--- src/rtl/mnist_pkg.sv ---
// Shared types and display constants for the MNIST classification output stage.
// The seven-segment table maps a class index to an active-low {dp,g,f,e,d,c,b,a} code.
package mnist_pkg;

  typedef enum logic [1:0] {
    IDLE,
    COLLECT,
    DONE
  } state_t;

  localparam int DEF_NUM_CLASSES = 10;

  localparam logic [7:0] HEX_BLANK = 8'hFF;
  localparam logic [7:0] HEX_ERR   = 8'h86;

  // Digits 0..9; anything larger shows "E". The decimal point stays dark.
  function automatic logic [7:0] seg7_code(input int unsigned idx);
    logic [7:0] code;
    case (idx)
      0:       code = 8'hC0;
      1:       code = 8'hF9;
      2:       code = 8'hA4;
      3:       code = 8'hB0;
      4:       code = 8'h99;
      5:       code = 8'h92;
      6:       code = 8'h82;
      7:       code = 8'hF8;
      8:       code = 8'h80;
      9:       code = 8'h90;
      default: code = HEX_ERR;
    endcase
    return code;
  endfunction

endpackage

--- src/rtl/hex7_decoder.sv ---
// Combinational class index to active-low seven-segment code.
module hex7_decoder
  import mnist_pkg::*;
#(
  parameter int IDX_W = 4
) (
  input  logic [IDX_W-1:0] idx,
  output logic [7:0]       code
);

  always_comb begin
    code = seg7_code(32'(idx));
  end

endmodule

--- src/rtl/mnist_argmax_unit.sv ---
// Streaming argmax over one frame of signed class scores; publishes the winning
// index, score, one-hot LED vector and HEX0 code, holding them until the next frame.
module mnist_argmax_unit
  import mnist_pkg::*;
#(
  parameter int DATA_WIDTH  = 16,
  parameter int NUM_CLASSES = DEF_NUM_CLASSES,
  parameter int IDX_W       = 4
) (
  input  logic                         clk,
  input  logic                         reset,
  input  logic                         start,
  input  logic                         score_valid,
  input  logic signed [DATA_WIDTH-1:0] score_data,
  output logic                         score_ready,
  output logic                         busy,
  output logic                         result_valid,
  output logic [IDX_W-1:0]             result_idx,
  output logic [DATA_WIDTH-1:0]        result_score,
  output logic [NUM_CLASSES-1:0]       classes,
  output logic [7:0]                   hex_out
);

  localparam logic signed [DATA_WIDTH-1:0] MOST_NEG = {1'b1, {(DATA_WIDTH-1){1'b0}}};
  localparam logic [IDX_W-1:0]             LAST_IDX = IDX_W'(NUM_CLASSES - 1);

  state_t                         state_reg;
  logic [IDX_W-1:0]               cnt_reg;
  logic [IDX_W-1:0]               max_idx_reg;
  logic signed [DATA_WIDTH-1:0]   max_reg;

  logic                           result_valid_reg;
  logic [IDX_W-1:0]               result_idx_reg;
  logic [DATA_WIDTH-1:0]          result_score_reg;
  logic [NUM_CLASSES-1:0]         classes_reg;
  logic [7:0]                     hex_reg;

  logic                           in_collect;
  logic                           beat;
  logic                           take;
  logic                           last_beat;
  logic signed [DATA_WIDTH-1:0]   max_next;
  logic [IDX_W-1:0]               max_idx_next;
  logic [NUM_CLASSES-1:0]         classes_next;
  logic [7:0]                     hex_next;

  assign in_collect = (state_reg == COLLECT);
  assign score_ready = in_collect;
  assign busy        = in_collect;

  // A start in the same cycle as a beat wins: that beat belongs to the aborted frame.
  assign beat      = in_collect && score_valid && !start;
  // Strict compare keeps the lowest index on ties.
  assign take      = (cnt_reg == '0) || (score_data > max_reg);
  assign last_beat = beat && (cnt_reg == LAST_IDX);

  assign max_next     = take ? score_data : max_reg;
  assign max_idx_next = take ? cnt_reg : max_idx_reg;

  // Results are computed from the post-beat maximum so they are visible during DONE.
  hex7_decoder #(
    .IDX_W(IDX_W)
  ) u_hex7_decoder (
    .idx  (max_idx_next),
    .code (hex_next)
  );

  generate
    for (genvar gi = 0; gi < NUM_CLASSES; gi++) begin : g_onehot
      assign classes_next[gi] = (max_idx_next == IDX_W'(gi));
    end
  endgenerate

  always_ff @(posedge clk) begin
    if (reset) begin
      state_reg        <= IDLE;
      cnt_reg          <= '0;
      max_reg          <= MOST_NEG;
      max_idx_reg      <= '0;
      result_valid_reg <= 1'b0;
      result_idx_reg   <= '0;
      result_score_reg <= '0;
      classes_reg      <= '0;
      hex_reg          <= HEX_BLANK;
    end else begin
      result_valid_reg <= 1'b0;
      if (start) begin
        state_reg   <= COLLECT;
        cnt_reg     <= '0;
        max_reg     <= MOST_NEG;
        max_idx_reg <= '0;
      end else begin
        case (state_reg)
          IDLE: begin
            state_reg <= IDLE;
          end
          COLLECT: begin
            if (beat) begin
              cnt_reg     <= cnt_reg + 1'b1;
              max_reg     <= max_next;
              max_idx_reg <= max_idx_next;
            end
            if (last_beat) begin
              state_reg        <= DONE;
              result_valid_reg <= 1'b1;
              result_idx_reg   <= max_idx_next;
              result_score_reg <= max_next;
              classes_reg      <= classes_next;
              hex_reg          <= hex_next;
            end
          end
          DONE: begin
            state_reg <= IDLE;
          end
          default: begin
            state_reg <= IDLE;
          end
        endcase
      end
    end
  end

  assign result_valid = result_valid_reg;
  assign result_idx   = result_idx_reg;
  assign result_score = result_score_reg;
  assign classes      = classes_reg;
  assign hex_out      = hex_reg;

endmodule

--- config.mk ---
export PLATFORM = sky130hd
export DESIGN_NAME = mnist_argmax_unit
export DESIGN_NICKNAME = d
export VERILOG_FILES = /design/src/rtl/mnist_pkg.sv /design/src/rtl/hex7_decoder.sv /design/src/rtl/mnist_argmax_unit.sv
export SDC_FILE = /design/constraint.sdc
export NUM_CORES = 1
export LEC_CHECK = 0
export ABC_AREA = 1
export BUFFER_PORTS_ARGS = -buffer_cell sky130_fd_sc_hd__buf_2
export CORE_ASPECT_RATIO = 0.9
export CORE_MARGIN = 10
export CORE_UTILIZATION = 57
export CTS_CLUSTER_SIZE = 25
export DETAILED_ROUTE_END_ITERATION = 6
export PLACE_DENSITY = 0.93
export RECOVER_POWER = 25
export SETUP_SLACK_MARGIN = 0.02
export SLEW_MARGIN = 15
export SYNTH_ARGS = -nofsm -noshare
export SYNTH_HDL_FRONTEND = slang
export SYNTH_SLANG_ARGS = --single-unit
--- constraint.sdc ---
create_clock -name clk -period 4.9 [get_ports clk]
set_input_delay 0.98 -clock clk [delete_from_list [all_inputs] [get_ports clk]]
set_output_delay 0.98 -clock clk [all_outputs]
set_load 0.05 [all_outputs]
; ---- Yosys cells after proc, flatten, opt, wreduce, memory -nomap -nowiden
; Memory sizes are Yosys's and may differ from the RTL's. A register that Yosys moved wholly into a read port is not among the register bits.
; Cells that the tools add are included.
[word_totals]
ff_bits = 65
latch_bits = 0
mem_bits_rw = 0
romBits = 112
in_bits = 20
output_inout_bits = 41
memories = 1
[mem_list]
columns = memory, depth, word_bits, read_ports, rd_ports_with_merged_regs, wr, line_no
row1 = (no name shown), 16, 7, 1, 1, 0, mnist_pkg.sv:19  ; case (idx)
[op_classes]
add_sub_neg = 1
n_mul = 0
div_mod_pow = 0
n_lt_le_gt_ge = 1
eq_ne = 12
shifts = 0
muxes = 6
n_bitwise = 2
reduce_logical = 11
[op_table]
columns = op, count
row1 = 4-bit by 3-bit == test with 1-bit output (second input constant), 4
row2 = 16-bit greater-than comparator, 1
row3 = 16-bit 2-to-1 mux, 1
row4 = 4-bit == test (second input constant), 3
row5 = 4-bit by 2-bit == test with 1-bit output (second input constant), 2
row6 = 4-bit logical NOT, 2
row7 = 4-bit by 1-bit adder with 4-bit output (second input constant), 1
row8 = 4-bit by 1-bit == test with 1-bit output (second input constant), 1
row9 = 1-bit 2-to-1 mux, 4
row10 = 4-bit 2-to-1 mux, 1
row11 = 1-bit logical AND, 3
row12 = 3-bit by 2-bit inequality test with 1-bit output (second input constant), 1
row13 = 3-bit AND reduction, 1
row14 = 3-bit OR reduction, 1
row15 = 2-bit by 1-bit == test with 1-bit output (second input constant), 1
row16 = 1-bit inverter, 2
row17 = 2-bit AND reduction, 1
row18 = 2-bit OR reduction, 1
row19 = 1-bit logical NOT, 1
row20 = 1-bit logical OR, 1

; ---- Longest topological paths before layout
[logic_depth]
depth_word = 7
ltp_mapped = 22
mapped_depth_nobuf = 22

; ---- Hierarchy
; Synthesis repeated with hierarchy kept, for this count alone.
[unflattened]
hier_cells = 462
area_unflattened_um2 = 3392.0
[modules_own_cells]
columns = module, n_inst, cells_each, area_each_um2
row1 = mnist_argmax_unit, 1, 430, 3213.1
row2 = hex7_decoder, 1, 32, 178.9

; ---- Least setup slack after synthesis
; Ideal clock, no wire load.
[synth_timing]
path_type = in2reg
from = in score_data[15]
to = reg hex_reg[5], in the netlist hex_out[5]
arrival_ns = 2.915
required_ns = 4.785
path_slack_ns = 1.869
cell_stages = 14
cell_sequence = ha_1 nand2_2 o21bai_1 nand2_1 a21oi_2 nand3_2 nand3_4 nand2_4 o21ai_2 inv_1 ha_1 or2_1 nand3_1 nand2_1
[synth_between]
elab_chain_cells = 3
[synth_lines]
columns = element, line_no
row1 = from (decl), mnist_argmax_unit.sv:14  ; input logic signed [DATA_WIDTH-1:0] score_data,
row2 = 16-bit greater-than comparator, mnist_argmax_unit.sv:54  ; assign take = (cnt_reg == '0) || (score_data > max_reg);
row3 = 1-bit logical OR, mnist_argmax_unit.sv:54
row4 = 4-bit 2-to-1 mux, mnist_argmax_unit.sv:58  ; assign max_idx_next = take ? cnt_reg : max_idx_reg;
row5 = named net max_idx_next[0], mnist_argmax_unit.sv:43  ; logic [IDX_W-1:0] max_idx_next;
row6 = to (decl), mnist_argmax_unit.sv:36  ; logic [7:0] hex_reg;
; The timed path passes the listed nets, and every way through them passes these cells.
; A chain may end at the register's enable or synchronous reset.

; ---- Final worst setup path
[layout_timing]
from = in score_data[13]
to = reg hex_reg[5], in the netlist hex_out[5]
; Same word-level chain as after synthesis.

==> impl_metrics.csv <==
group,metric,value,unit
outcome,status,"complete, no violations",
final_layout,nNetsFinal,556,
critical_path,endpoint_kind,"flop",
die,pin_count,61,
synthesis,synth_top_cell_by_area,"dfxtp_1",
power,power_density,275,nW/um^2
route,wl_per_cell,14.4,microns
global_routing,grt_pass1_wl,14300,microns
critical_path,criticalPathCategory,"primary input to flop",
power,finalPower,1.03,mW
cts,path_clk_slew,0.08,ns
sta,layout_min_cycle_time,3.30,ns
route,drt-initial-drc-count,206,
synthesis,ys_warn_count,0,
final_layout,n_antenna_cell,0,
placed_design,place_inst,569,
synthesis,synth_area_leaders,"dfxtp_1, ha_1, inv_1, nand2_1, o21ai_1",
cts,cts_hold_buffers,0,
power,power.switching,290,uW
sta,drv_slew,0,
synthesis,synth_fp_nets,504,
die,rows,26,
synthesis,ys_seq_area_frac,0.386,
cts,cts_made_buffers,9,
hold_path,hp-class,"flop to flop",
die,die-area,9290,sq um
global_routing,grt_antenna_before_repair,0,
die,die_h,92.4,microns
sta,setup_tns,0,ns
synthesis,syn_area,3320,sq um
sta,layout_worst_path_cycle_share,0.674,
power,ir_worst_vdd,0.000190,V
cts,clock_latency,0.35,ns
power,combPwrFrac,0.102,
power,intPower,741,uW
power,clockPowerShare,0.386,
sta,relSlewSlack,0.468,
final_layout,drive_gt1_frac,0.140,
cts,cts_sinks,64,
placed_design,post-place-ws,1.28,ns
die,core,5660,sq um
global_routing,grt_max_degree,38,
power,switching_share,0.281,
synthesis,ys_types,32,
synthesis,ys_ff_latch,64,
sta,skew,0.00604,ns
cts,cts_setup_buffers,0,
synthesis,syn_inst,458,
synthesis,syn_area_per_cell,7.26,sq um
cts,clk_path_buf_depth,2,
sta,setup_viol,0,
synthesis,synth_edf_count,0,
final_layout,multiInputGateArea,1640,sq um
critical_path,cp_top_family,"simple AND/OR/NAND/NOR gates",
critical_path,startpoint_type,"primary input",
sta,grt_setup_unrepaired,"no",
sta,hold_viol_final,0,
final_layout,regArea,1280,sq um
final_layout,layout_common_cells,"inv_1, nand2_1, dfxtp_1",
global_routing,grt-ovfl-total,0,
sta,layout_setup_ws,1.60,ns
final_layout,fillCellCount,475,
critical_path,arrival,3.55,ns
placed_design,place_congestion,0.898,
die,initial_core_util,0.587,
global_routing,track_usage,0.184,
cts,cts-htree-levels,3,
placed_design,port_buffers,59,
route,drt-total-wl,8420,microns
sta,final.hold.worst_slack,0.460,ns
route,vias_per_cell,5.39,
die,fp.dieW,100,microns
route,routed-via-count,3156,
power,power.leakage,1.90,nW
route,drc,0,
power,p_seq_frac,0.512,
critical_path,cp_common_cell,"nand2_1",
critical_path,worstPathMaxFanout,37,
critical_path,cp.required,5.15,ns
final_layout,area_delta_synth_final,12.7,%
critical_path,crit_buf_inv,3,
route,ant_nets,0,
synthesis,async_flop_share,0,
synthesis,ys.flop_type,"dfxtp_1",
cts,cts-root-buf,"clkbuf_8",
cts,cts_tree,"yes",
global_routing,grt_pass1_vias,3125,
critical_path,max_stage_delay,0.32,ns
cts,cts-resized-gates,0,
sta,worst_pin_slew,0.796,ns
critical_path,worstPathCellList,"buf_2, ha_1, nand2_1, inv_1, o21bai_1, nand2_1, a21oi_2, nand2_1, nand2_2, nand3_4, nand2_4, nand2_1, o21ai_2, inv_1, ha_1, or2_1, nand3_1, nand2_1",
job,maxCapViolations,0,
final_layout,final_cells,585,
placed_design,hpwl,6110,microns
route,drt_pass1_iterations,7,
final_layout,final_common_cell,"inv_1",
synthesis,yosysTopAreaCellShare,0.386,
critical_path,crit_slowest_cell,"nand2_4",
sta,max_freq,303,MHz
==> cells in the mapped netlist (all sizes together), types with 3 or more instances <==
| cell | instances |
|---|---|
| nor2 | 49 |
| inv | 78 |
| a21oi | 36 |
| clkbuf | 11 |
| ha | 26 |
| dfxtp | 64 |
| o21ai | 65 |
| nor3 | 3 |
| o211ai | 5 |
| nand3 | 21 |
| nand2 | 81 |
| buf | 7 |
| nand4 | 5 |
==> area by class of cell <==
cell class                      instances  area share
Multi-Input combinational cell        296       0.438
Clock inverter                          7      0.0127
Clock buffer                            9      0.0331
Sequential cell                        64       0.342
Timing Repair Buffer                   59      0.0702
Inverter                               80      0.0802
Tap cell                               70      0.0234
==> path summary, 6_finish.rpt <==
kind	from	to	slack, ns	depth (start not counted)
max reg2reg	state_reg[0]	hex_out[1]	1.90	10
min	classes[4]	classes[4]	0.46	2
min reg2reg	classes[4]	classes[4]	0.46	2
max	score_data[13]	hex_out[5]	1.60	18
==> power groups by stage <==
stage               combinational, mW  clock, mW  sequential [mW]
CTS                             0.104      0.401            0.528
finish                          0.106      0.398            0.528
global placement               0.0975          0            0.539
global route                    0.118      0.429            0.528
floorplan                      0.0757          0            0.539
detailed placement              0.102          0            0.540
==> stage by stage <==
step           instance area, sq um   util
2_1_floorplan                  3320      -
3_3_place_gp                   3600  0.637
3_5_place_dp                   3600  0.637
4_1_cts                        3780  0.667
5_1_grt                        3740  0.661
6_report                       3740  0.661
==> per-layer routing <==
| metal | GRT usage | up-vias | wire length [microns] |
|---|---|---|---|
| met5 | 0 | - | 0 |
| met4 | 0.0929 | 0 | 243 |
| met3 | 0.0498 | 30 | 707 |
| met2 | 0.303 | 135 | 3940 |
| met1 | 0.215 | 1424 | 3530 |
| li1 | - | 1567 | - |
==> cell families after synthesis <==
kind of cell | synth area share
other | 0.00113
and+or+nand+nor | 0.224
buffers and inverters | 0.121
DFF | 0.386
adders and majority gates | 0.0979
AOI/OAI and AO/OA | 0.170
==> tightest hold or removal path: stages, from the launching register on <==
cell,delay [ns]
dfxtp_1,0.31
nand2_1,0.06
o21ai_1,0.05
Power figures use the tool's default switching activity.
